==> src/rtl/microwave_run_ctrl.sv <==
// Cook-cycle controller: debounces start/stop buttons and sequences IDLE/RUN/PAUSED/DONE with beeper.
// Optional door interlock is compiled in when DOOR_INTERLOCK_EN is defined.
module microwave_run_ctrl #(
    parameter int DEBOUNCE_CYCLES  = 1_000_000,
    parameter int DONE_HOLD_CYCLES = 300_000_000,
    parameter int BEEP_HALF_PERIOD = 50_000
) (
    input  logic clk,
    input  logic rst,
    input  logic btn_start,
    input  logic btn_stop,
    input  logic door_open,
    input  logic timerEnd,
    output logic start,
    output logic idle,
    output logic paused,
    output logic done,
    output logic clear_time,
    output logic beep
);

    localparam int NUM_BTN = 2;
    localparam int DB_W    = $clog2(DEBOUNCE_CYCLES + 1);
    localparam int HOLD_W  = $clog2(DONE_HOLD_CYCLES + 1);
    localparam int BEEP_W  = $clog2(BEEP_HALF_PERIOD + 1);

    localparam logic [DB_W-1:0]   DB_TERM   = DB_W'(DEBOUNCE_CYCLES - 1);
    localparam logic [DB_W-1:0]   DB_ONE    = DB_W'(1);
    localparam logic [HOLD_W-1:0] HOLD_TERM = HOLD_W'(DONE_HOLD_CYCLES - 1);
    localparam logic [HOLD_W-1:0] HOLD_ONE  = HOLD_W'(1);
    localparam logic [BEEP_W-1:0] BEEP_TERM = BEEP_W'(BEEP_HALF_PERIOD - 1);
    localparam logic [BEEP_W-1:0] BEEP_ONE  = BEEP_W'(1);

    typedef enum logic [1:0] {
        S_IDLE   = 2'd0,
        S_RUN    = 2'd1,
        S_PAUSED = 2'd2,
        S_DONE   = 2'd3
    } state_t;

    logic [NUM_BTN-1:0] btn_raw;
    logic [NUM_BTN-1:0] press;
    logic               start_ev;
    logic               stop_ev;
    logic               door_s;

    assign btn_raw  = {btn_stop, btn_start};
    assign start_ev = press[0];
    assign stop_ev  = press[1];

    // Per-button synchroniser, debounce counter and registered rising-edge press pulse.
    genvar gi;
    generate
        for (gi = 0; gi < NUM_BTN; gi++) begin : g_btn
            logic            sync1_reg;
            logic            sync2_reg;
            logic            stable_reg;
            logic            stable_d_reg;
            logic            press_reg;
            logic [DB_W-1:0] db_cnt_reg;

            always_ff @(posedge clk) begin
                if (rst) begin
                    sync1_reg    <= 1'b0;
                    sync2_reg    <= 1'b0;
                    stable_reg   <= 1'b0;
                    stable_d_reg <= 1'b0;
                    press_reg    <= 1'b0;
                    db_cnt_reg   <= '0;
                end else begin
                    sync1_reg    <= btn_raw[gi];
                    sync2_reg    <= sync1_reg;
                    stable_d_reg <= stable_reg;
                    press_reg    <= stable_reg & ~stable_d_reg;
                    if (sync2_reg == stable_reg) begin
                        db_cnt_reg <= '0;
                    end else if (db_cnt_reg == DB_TERM) begin
                        stable_reg <= sync2_reg;
                        db_cnt_reg <= '0;
                    end else begin
                        db_cnt_reg <= db_cnt_reg + DB_ONE;
                    end
                end
            end

            assign press[gi] = press_reg;
        end
    endgenerate

`ifdef DOOR_INTERLOCK_EN
    // Door switch is only synchronised: an opening must stop the magnetron without debounce delay.
    logic door_sync1_reg;
    logic door_s_reg;

    always_ff @(posedge clk) begin
        if (rst) begin
            door_sync1_reg <= 1'b0;
            door_s_reg     <= 1'b0;
        end else begin
            door_sync1_reg <= door_open;
            door_s_reg     <= door_sync1_reg;
        end
    end

    assign door_s = door_s_reg;
`else
    logic door_unused;
    assign door_unused = door_open;
    assign door_s      = 1'b0;
`endif

    state_t              state_reg;
    state_t              state_next;
    logic                clear_time_reg;
    logic                clear_time_next;
    logic [HOLD_W-1:0]   hold_cnt_reg;
    logic [BEEP_W-1:0]   beep_cnt_reg;
    logic                beep_reg;

    always_ff @(posedge clk) begin
        if (rst) begin
            state_reg      <= S_IDLE;
            clear_time_reg <= 1'b0;
        end else begin
            state_reg      <= state_next;
            clear_time_reg <= clear_time_next;
        end
    end

    always_comb begin
        state_next      = state_reg;
        clear_time_next = 1'b0;
        case (state_reg)
            S_IDLE: begin
                if (stop_ev) begin
                    clear_time_next = 1'b1;
                end else if (start_ev && !timerEnd && !door_s) begin
                    state_next = S_RUN;
                end
            end
            S_RUN: begin
                if (door_s) begin
                    state_next = S_PAUSED;
                end else if (timerEnd) begin
                    state_next = S_DONE;
                end else if (stop_ev) begin
                    state_next = S_PAUSED;
                end
            end
            S_PAUSED: begin
                if (stop_ev) begin
                    state_next      = S_IDLE;
                    clear_time_next = 1'b1;
                end else if (start_ev && !timerEnd && !door_s) begin
                    state_next = S_RUN;
                end
            end
            S_DONE: begin
                if (start_ev || stop_ev) begin
                    state_next = S_IDLE;
                end else if (hold_cnt_reg == HOLD_TERM) begin
                    state_next = S_IDLE;
                end
            end
            default: state_next = S_IDLE;
        endcase
    end

    // Hold and beep timers run only while staying in DONE; any other cycle preloads them for the next entry.
    always_ff @(posedge clk) begin
        if (rst) begin
            hold_cnt_reg <= '0;
            beep_cnt_reg <= '0;
            beep_reg     <= 1'b0;
        end else if (state_reg == S_DONE && state_next == S_DONE) begin
            hold_cnt_reg <= hold_cnt_reg + HOLD_ONE;
            if (beep_cnt_reg == BEEP_TERM) begin
                beep_cnt_reg <= '0;
                beep_reg     <= ~beep_reg;
            end else begin
                beep_cnt_reg <= beep_cnt_reg + BEEP_ONE;
            end
        end else begin
            hold_cnt_reg <= '0;
            beep_cnt_reg <= '0;
            beep_reg     <= 1'b1;
        end
    end

    always_comb begin
        idle       = (state_reg == S_IDLE);
        start      = (state_reg == S_RUN);
        paused     = (state_reg == S_PAUSED);
        done       = (state_reg == S_DONE);
        beep       = (state_reg == S_DONE) && beep_reg;
        clear_time = clear_time_reg;
    end

endmodule

==> config.mk <==
export PLATFORM = sky130hd
export DESIGN_NAME = microwave_run_ctrl
export DESIGN_NICKNAME = d
export VERILOG_FILES = /design/src/rtl/microwave_run_ctrl.sv
export SDC_FILE = /design/constraint.sdc
export NUM_CORES = 1
export LEC_CHECK = 0
export ABC_AREA = 1
export CORE_MARGIN = 4
export CORE_UTILIZATION = 65
export CTS_BUF_LIST = sky130_fd_sc_hd__clkbuf_8
export CTS_CLUSTER_SIZE = 24
export DETAILED_ROUTE_END_ITERATION = 10
export DONT_BUFFER_PORTS = 1
export PLACE_DENSITY = 0.83
export SLEW_MARGIN = 20
export SYNTH_ARGS = -nofsm -noshare
export SYNTH_HDL_FRONTEND = slang
export SYNTH_SLANG_ARGS = --single-unit
==> constraint.sdc <==
create_clock -name clk -period 1.8 [get_ports clk]
set_clock_uncertainty 0.15 [all_clocks]
set_input_delay 0.27 -clock clk [delete_from_list [all_inputs] [get_ports clk]]
set_output_delay 0.27 -clock clk [all_outputs]
set_load 0.02 [all_outputs]
Word level (Yosys, flattened, before mapping)
Index checks and enable logic that the tools add are counted.
{"block": "word_totals", "word_cells": 66, "memories": 0, "latchBits": 0, "regBits": 99, "mem_bits_rw": 0, "mem_bits_ro": 0, "out_inout_bits": 6}
{"block": "classes", "bitwise_logic": 9, "mux": 11, "multipliers": 0, "shifts": 0, "n_lt_le_gt_ge": 0, "add_sub_neg": 4, "n_eq_ne": 11, "n_reduce_logical": 14, "div_mod_pow": 0}
{"operator": "$add 20x1->20 const B", "count": 2}
{"operator": "$eq 20x20->1 const B", "count": 2}
{"operator": "$add 29x1->29 const B", "count": 1}
{"operator": "$eq 29x29->1 const B", "count": 1}
{"operator": "$add 16x1->16 const B", "count": 1}
{"operator": "$eq 16x16->1 const B", "count": 1}
{"operator": "$mux 2", "count": 7}
{"operator": "$reduce_or 3->1", "count": 3}
{"operator": "$pmux 2 s4", "count": 1}
{"operator": "$not 1->1", "count": 7}
{"operator": "$eq 2x2->1 const B", "count": 3}
{"operator": "$reduce_or 2->1", "count": 3}
{"operator": "$reduce_and 2->1", "count": 2}
{"operator": "$logic_and 1x1->1", "count": 3}
{"operator": "$mux 1", "count": 3}
{"operator": "$and 1x1->1", "count": 2}
{"operator": "$eq 1x1->1", "count": 2}
{"operator": "$eq 2x1->1 const B", "count": 1}
{"operator": "$logic_not 2->1", "count": 1}
{"operator": "$ne 2x1->1 const B", "count": 1}
{"operator": "$logic_not 1->1", "count": 1}
{"operator": "$logic_or 1x1->1", "count": 1}

Longest topological paths before layout
Gate-level depths: netlist (run 1).
{"block": "depth", "ltp_word": 9, "ltp_mapped": 10, "mapped_depth_nobuf": 10}

Least setup slack after synthesis (run 1)
No wires, ideal clock.
{"block": "synth_path", "path_type": "register -> register", "startpoint": "register hold_cnt_reg[0]", "endpoint": "register hold_cnt_reg[16]", "t_arrival_ps": 1414, "path_slack_ps": 120, "synth_period_minus_slack_ps": 1680, "setup_time_ps": 116, "path_stages_with_launch": 11, "path_cell_list": "dfxtp_1 -> ha_1 -> inv_2 -> nor2_2 -> nand2_2 -> nor2_2 -> nand2_2 -> nand3_2 -> buf_6 -> buf_8 -> nor2_1"}
{"block": "synth_between", "elab_chain_len": 8, "elab_cells_between_ends": 9, "cone_classes": "add/sub: 1; eq/ne: 2; mux: 3; bitwise: 1; reduce/logical: 2"}
{"element": "start, declared", "line_no": "116", "text": "logic [HOLD_W-1:0] hold_cnt_reg;"}
{"element": "start signal, assigned", "line_no": "176", "text": "hold_cnt_reg <= hold_cnt_reg + HOLD_ONE;"}
{"element": "$eq 29x29->1", "line_no": "161", "text": "end else if (hold_cnt_reg == HOLD_TERM) begin"}
{"element": "$mux 2", "line_no": "161"}
{"element": "$mux 2", "line_no": "159", "text": "if (start_ev || stop_ev) begin"}
{"element": "$pmux 2 s4", "line_no": "133", "text": "case (state_reg)"}
{"element": "$eq 2x2->1", "line_no": "175", "text": "end else if (state_reg == S_DONE && state_next == S_DONE) begin"}
{"element": "$logic_and 1x1->1", "line_no": "175"}
{"element": "$not 1->1 (no source line)"}
{"element": "$reduce_or 2->1 (no source line)"}
Several ways; a longest one is shown, not always the timed one.
A chain may end at the register's enable or synchronous reset.

Final worst setup path (run 1)
{"block": "layout_path", "startpoint": "register g_btn[1].db_cnt_reg[0]", "endpoint": "register g_btn[1].db_cnt_reg[19]"}
{"block": "layout_between", "elab_chain_len": 2, "elab_cells_between_ends": 3, "cone_classes": "add/sub: 1; eq/ne: 1; reduce/logical: 1"}
{"element": "start, declared", "line_no": "60", "text": "logic [DB_W-1:0] db_cnt_reg;"}
{"element": "start signal, assigned", "line_no": "81", "text": "db_cnt_reg <= db_cnt_reg + DB_ONE;"}
{"element": "parallel branches: the longest is 2 deep, another holds $add 20x1->20"}
Parallel ways; which one is timed is not known.

==> summary.md, run 1 <==
| Metric | Value |
|---|---|
| Outcome | `completed` |
| Crit start category | `flop` |
| Antenna cells | `0` |
| Final Setup Violations | `0` |
| Peak VDD IR | `around 0.56 mV` |
| Die area | `a little under 0.009 mm²` |
| Top Metal Used | `met4` |
| Global-route usage over all layers | `24.62%` |
| Reg-to-reg slack, setup | `0.1 ns` |
| Via count | `4572` |
| Initial drt markers | `250` |
| CTS buffer count | `9` |
| Maxcap violations | `0` |
| Critical path data arrival time | `roughly 1.8 ns` |
| Clk buf depth | `2` |
| Max Slew Vio Count | `0` |
| Area leader, netlist | `dfxtp_1` |
| Fin crit period | `1.700 ns` |
| Initial antenna violation count | `0` |
| First-pass GRT wire length | `18.00 mm` |
| Maximum clock rate | `approximately 590 MHz` |
| M1 wire length | `roughly 4.5 mm` |
| Worst skew pair latency | `around 0.37 ns` |
| Top-count cell post-synth | `nand2_1` |
| Routed met3 length | `between 500 and 600 µm` |
| Post-route ant nets | `0` |
| Slew headroom | `a little under three quarters` |
| Met2 WL | `5.184 mm` |
| Core area | `approximately 0.0073 mm²` |
| Number of global-route vias before repair | `4328` |
| CTS clk-pin slew, worst paths | `approximately 0.10 ns` |
| Worst setup path class | `reg2reg` |
| Starting Density | `between 60% and 70%` |
| WHS Path Cells | `5` |
| Non-filler cells, final | `856` |
| Die W | `around 95 µm` |
| Synth warnings | `0` |
| Cells after DPL | `about 840` |
| Largest net degree at the start of global routing | `30` |
| Pleak | `1.702 nW` |
| Synthesized area | `slightly below 0.005 mm²` |
| # rows | `31` |
| Mapped Avg Cell Area | `6.672 µm²` |
| CTS H-Tree Depth | `3` |
| Dpl cell area | `~0.005 mm²` |
| Drt first pass iters | `5` |
| WL/cell | `roughly 12 µm` |
| Seq/Total Area, Yosys | `40.64%` |
| Most used DFF post-synth | `dfxtp_1` |
| Total wire length | `just over 10 mm` |
| HP Start | `timerEnd` |
| Syn nets | `741` |
| Die Span Y | `94.62 µm` |
| Largest register FFs | `40` |
| EDFF count, synth | `0` |
| CTS Root Cell | `clkbuf_8` |
| Clock tree sinks | `99` |
| GP Congestion | `about 0.94` |
| Yosys cell types | `31` |
| Fraction of registers with async set/reset | `0%` |
| HPWL Detailed | `about 7.6 mm` |
| Synth Register Bits | `99` |
| Grt ovf | `0` |
| Crit. End Element | `flop` |
| Synth cell count leaders | `nand2_1, nor2_1, dfxtp_1` |
| Power density over cell area | `between 600 and 700 mW/mm²` |
| Reg2Reg Depth | `9` |
| Fin. Hold Viols | `0` |
| Fin crit share | `between 90% and 100%` |
| R2r endpoint | `g_btn[1].db_cnt_reg[19]` |
| I/O Pins | `12` |
| Crit-path max FO | `20` |
| Post-synth top area share | `between 40% and 50%` |
| WP data required | `between 1.5 and 2 ns` |
| Design Area, Final | `0.005410 mm²` |
| Synth Instances | `about 730` |
| Overall power | `~3.8 mW` |
| Buffers added on ports | `0` |
| Ranking of synthesized cells by area | `dfxtp_1, nand2_1, nor2_1` |
| Hold crit path type | `in2reg` |
| Via/cell ratio | `between 5 and 6` |
| Detailed-route DRC error count | `0` |
| Final #Nets | `~760` |
| Area delta synth->final | `10.93%` |
| RR Startpoint | `g_btn[1].db_cnt_reg[0]` |
| Ratio of cells with drive above 1 in the final layout | `under 10%` |
| Worst Hold End | `state_reg[0]` |
| Worst Tran Pin Value | `between 0.4 and 0.5 ns` |
| CTS tree | `yes` |
| RSZ-0062 raised after global routing | `true` |
[cells by family after synthesis]
| family | share of synthesized area (%) |
|---|---|
| simple gates | 38.61 |
| flops | 40.64 |
| buf+inv | 8.029 |
| compound gates | 5.952 |
| xor+xnor | 5.746 |
| fa+ha+maj | 1.026 |
[per-layer routing]
layer | vias up | track usage (%)
met5 | - | 0
met2 | 134 | 43.69
li1 | 2341 | -
met4 | 0 | 6.971
met3 | 22 | 5.657
met1 | 2075 | 29.66
[critical path, cell delays in order (launching register included)]
cell	delay (ns)
dfxtp_1	0.36
ha_1	0.19
nand2_2	0.10
nor2_4	0.15
nand3_2	0.10
nor2_2	0.15
nand3_2	0.10
nand2_2	0.10
buf_12	0.15
a21oi_1	0.05
[cells in the final DEF (no fill, tap or decap), types with 2 or more instances in the layout]
cell / Yosys / final
nand2_1: 185 / 183
nor2_1: 162 / 157
dfxtp_1: 99 / 97
inv_1: 83 / 83
a21oi_1: 43 / 43
nand3_1: 41 / 39
xor2_1: 22 / 22
nor3_1: 16 / 16
nand4_1: 14 / 14
buf_4: 4 / 12
o21ai_0: 11 / 11
xnor2_1: 10 / 10
nand3b_1: 9 / 9
clkbuf_8: 0 / 9
or2_2: 6 / 6
nor2_2: 3 / 6
nand2_2: 2 / 4
dlygate4sd3_1: 0 / 3
buf_12: 0 / 3
nor2_4: 0 / 2
or3_1: 2 / 2
nand3_2: 1 / 2
a31oi_1: 2 / 2
ha_1: 4 / 2
ha_2: 0 / 2
inv_8: 0 / 2
inv_6: 0 / 2
dfxtp_2: 0 / 2
[per-stage QoR]
step / utilization, % / TNS, ns / hold WS, ns / setup slack [ns]
floorplan: - / 0 / 0.1980 / 0.1198
global placement: 69.60 / 0 / 0.1938 / 0.1141
detailed placement: 69.60 / 0 / 0.1951 / 0.06372
CTS: 73.01 / 0 / 0.02355 / 0.01983
global route: 74.19 / -0.07420 / 0.08698 / -0.01027
finish: 74.19 / 0 / 0.06617 / 0.09958
[cell type report]
class | instances | area (µm²)
fillers | 623 | 1882
inverters | 84 | 315.3
clock buffers | 9 | 123.9
flip-flops and latches | 99 | 1984
clock inverters | 7 | 95.09
multi-input cells | 539 | 2562
repair buffers | 19 | 205.2
well taps | 99 | 123.9
[worst max-delay path by stage]
stage | to | depth (start not counted) | start | slack (ns)
after floorplan | hold_cnt_reg[16] | 10 | hold_cnt_reg[0] | 0.12
after global placement | beep_cnt_reg[15] | 8 | hold_cnt_reg[1] | 0.11
after detailed placement | beep_cnt_reg[10] | 8 | hold_cnt_reg[1] | 0.06
after CTS | g_btn[1].db_cnt_reg[18] | 9 | g_btn[1].db_cnt_reg[0] | 0.02
after global routing | beep_cnt_reg[10] | 6 | beep_cnt_reg[0] | -0.01
final | g_btn[1].db_cnt_reg[19] | 9 | g_btn[1].db_cnt_reg[0] | 0.1
[report_power, final]
| group | switching, mW | internal [mW] | total (mW) | leakage, nW |
|---|---|---|---|---|
| Combinational | 0.0222 | 0.0146 | 0.0368 | 0.792 |
| Clock | 0.854 | 0.686 | 1.54 | 0.111 |
| Sequential | 0.00317 | 2.20 | 2.20 | 0.799 |
[what timing repair did]
action / CTS / global route
setup buffers: 0 / 0
hold buffers: 3 / 0
endpoints found under the hold margin: 11 / 0
endpoints found under the setup margin: 0 / 81
gates resized for setup: 0 / 17
Note: power is estimated with default switching activity, not from simulation.
==> inputs of run 2 (changes only) <==
Settings changed: CAP_MARGIN from default to 0.
==> results of run 2 <==
The final DEF is identical to that of run 1; final timing and power are the same.
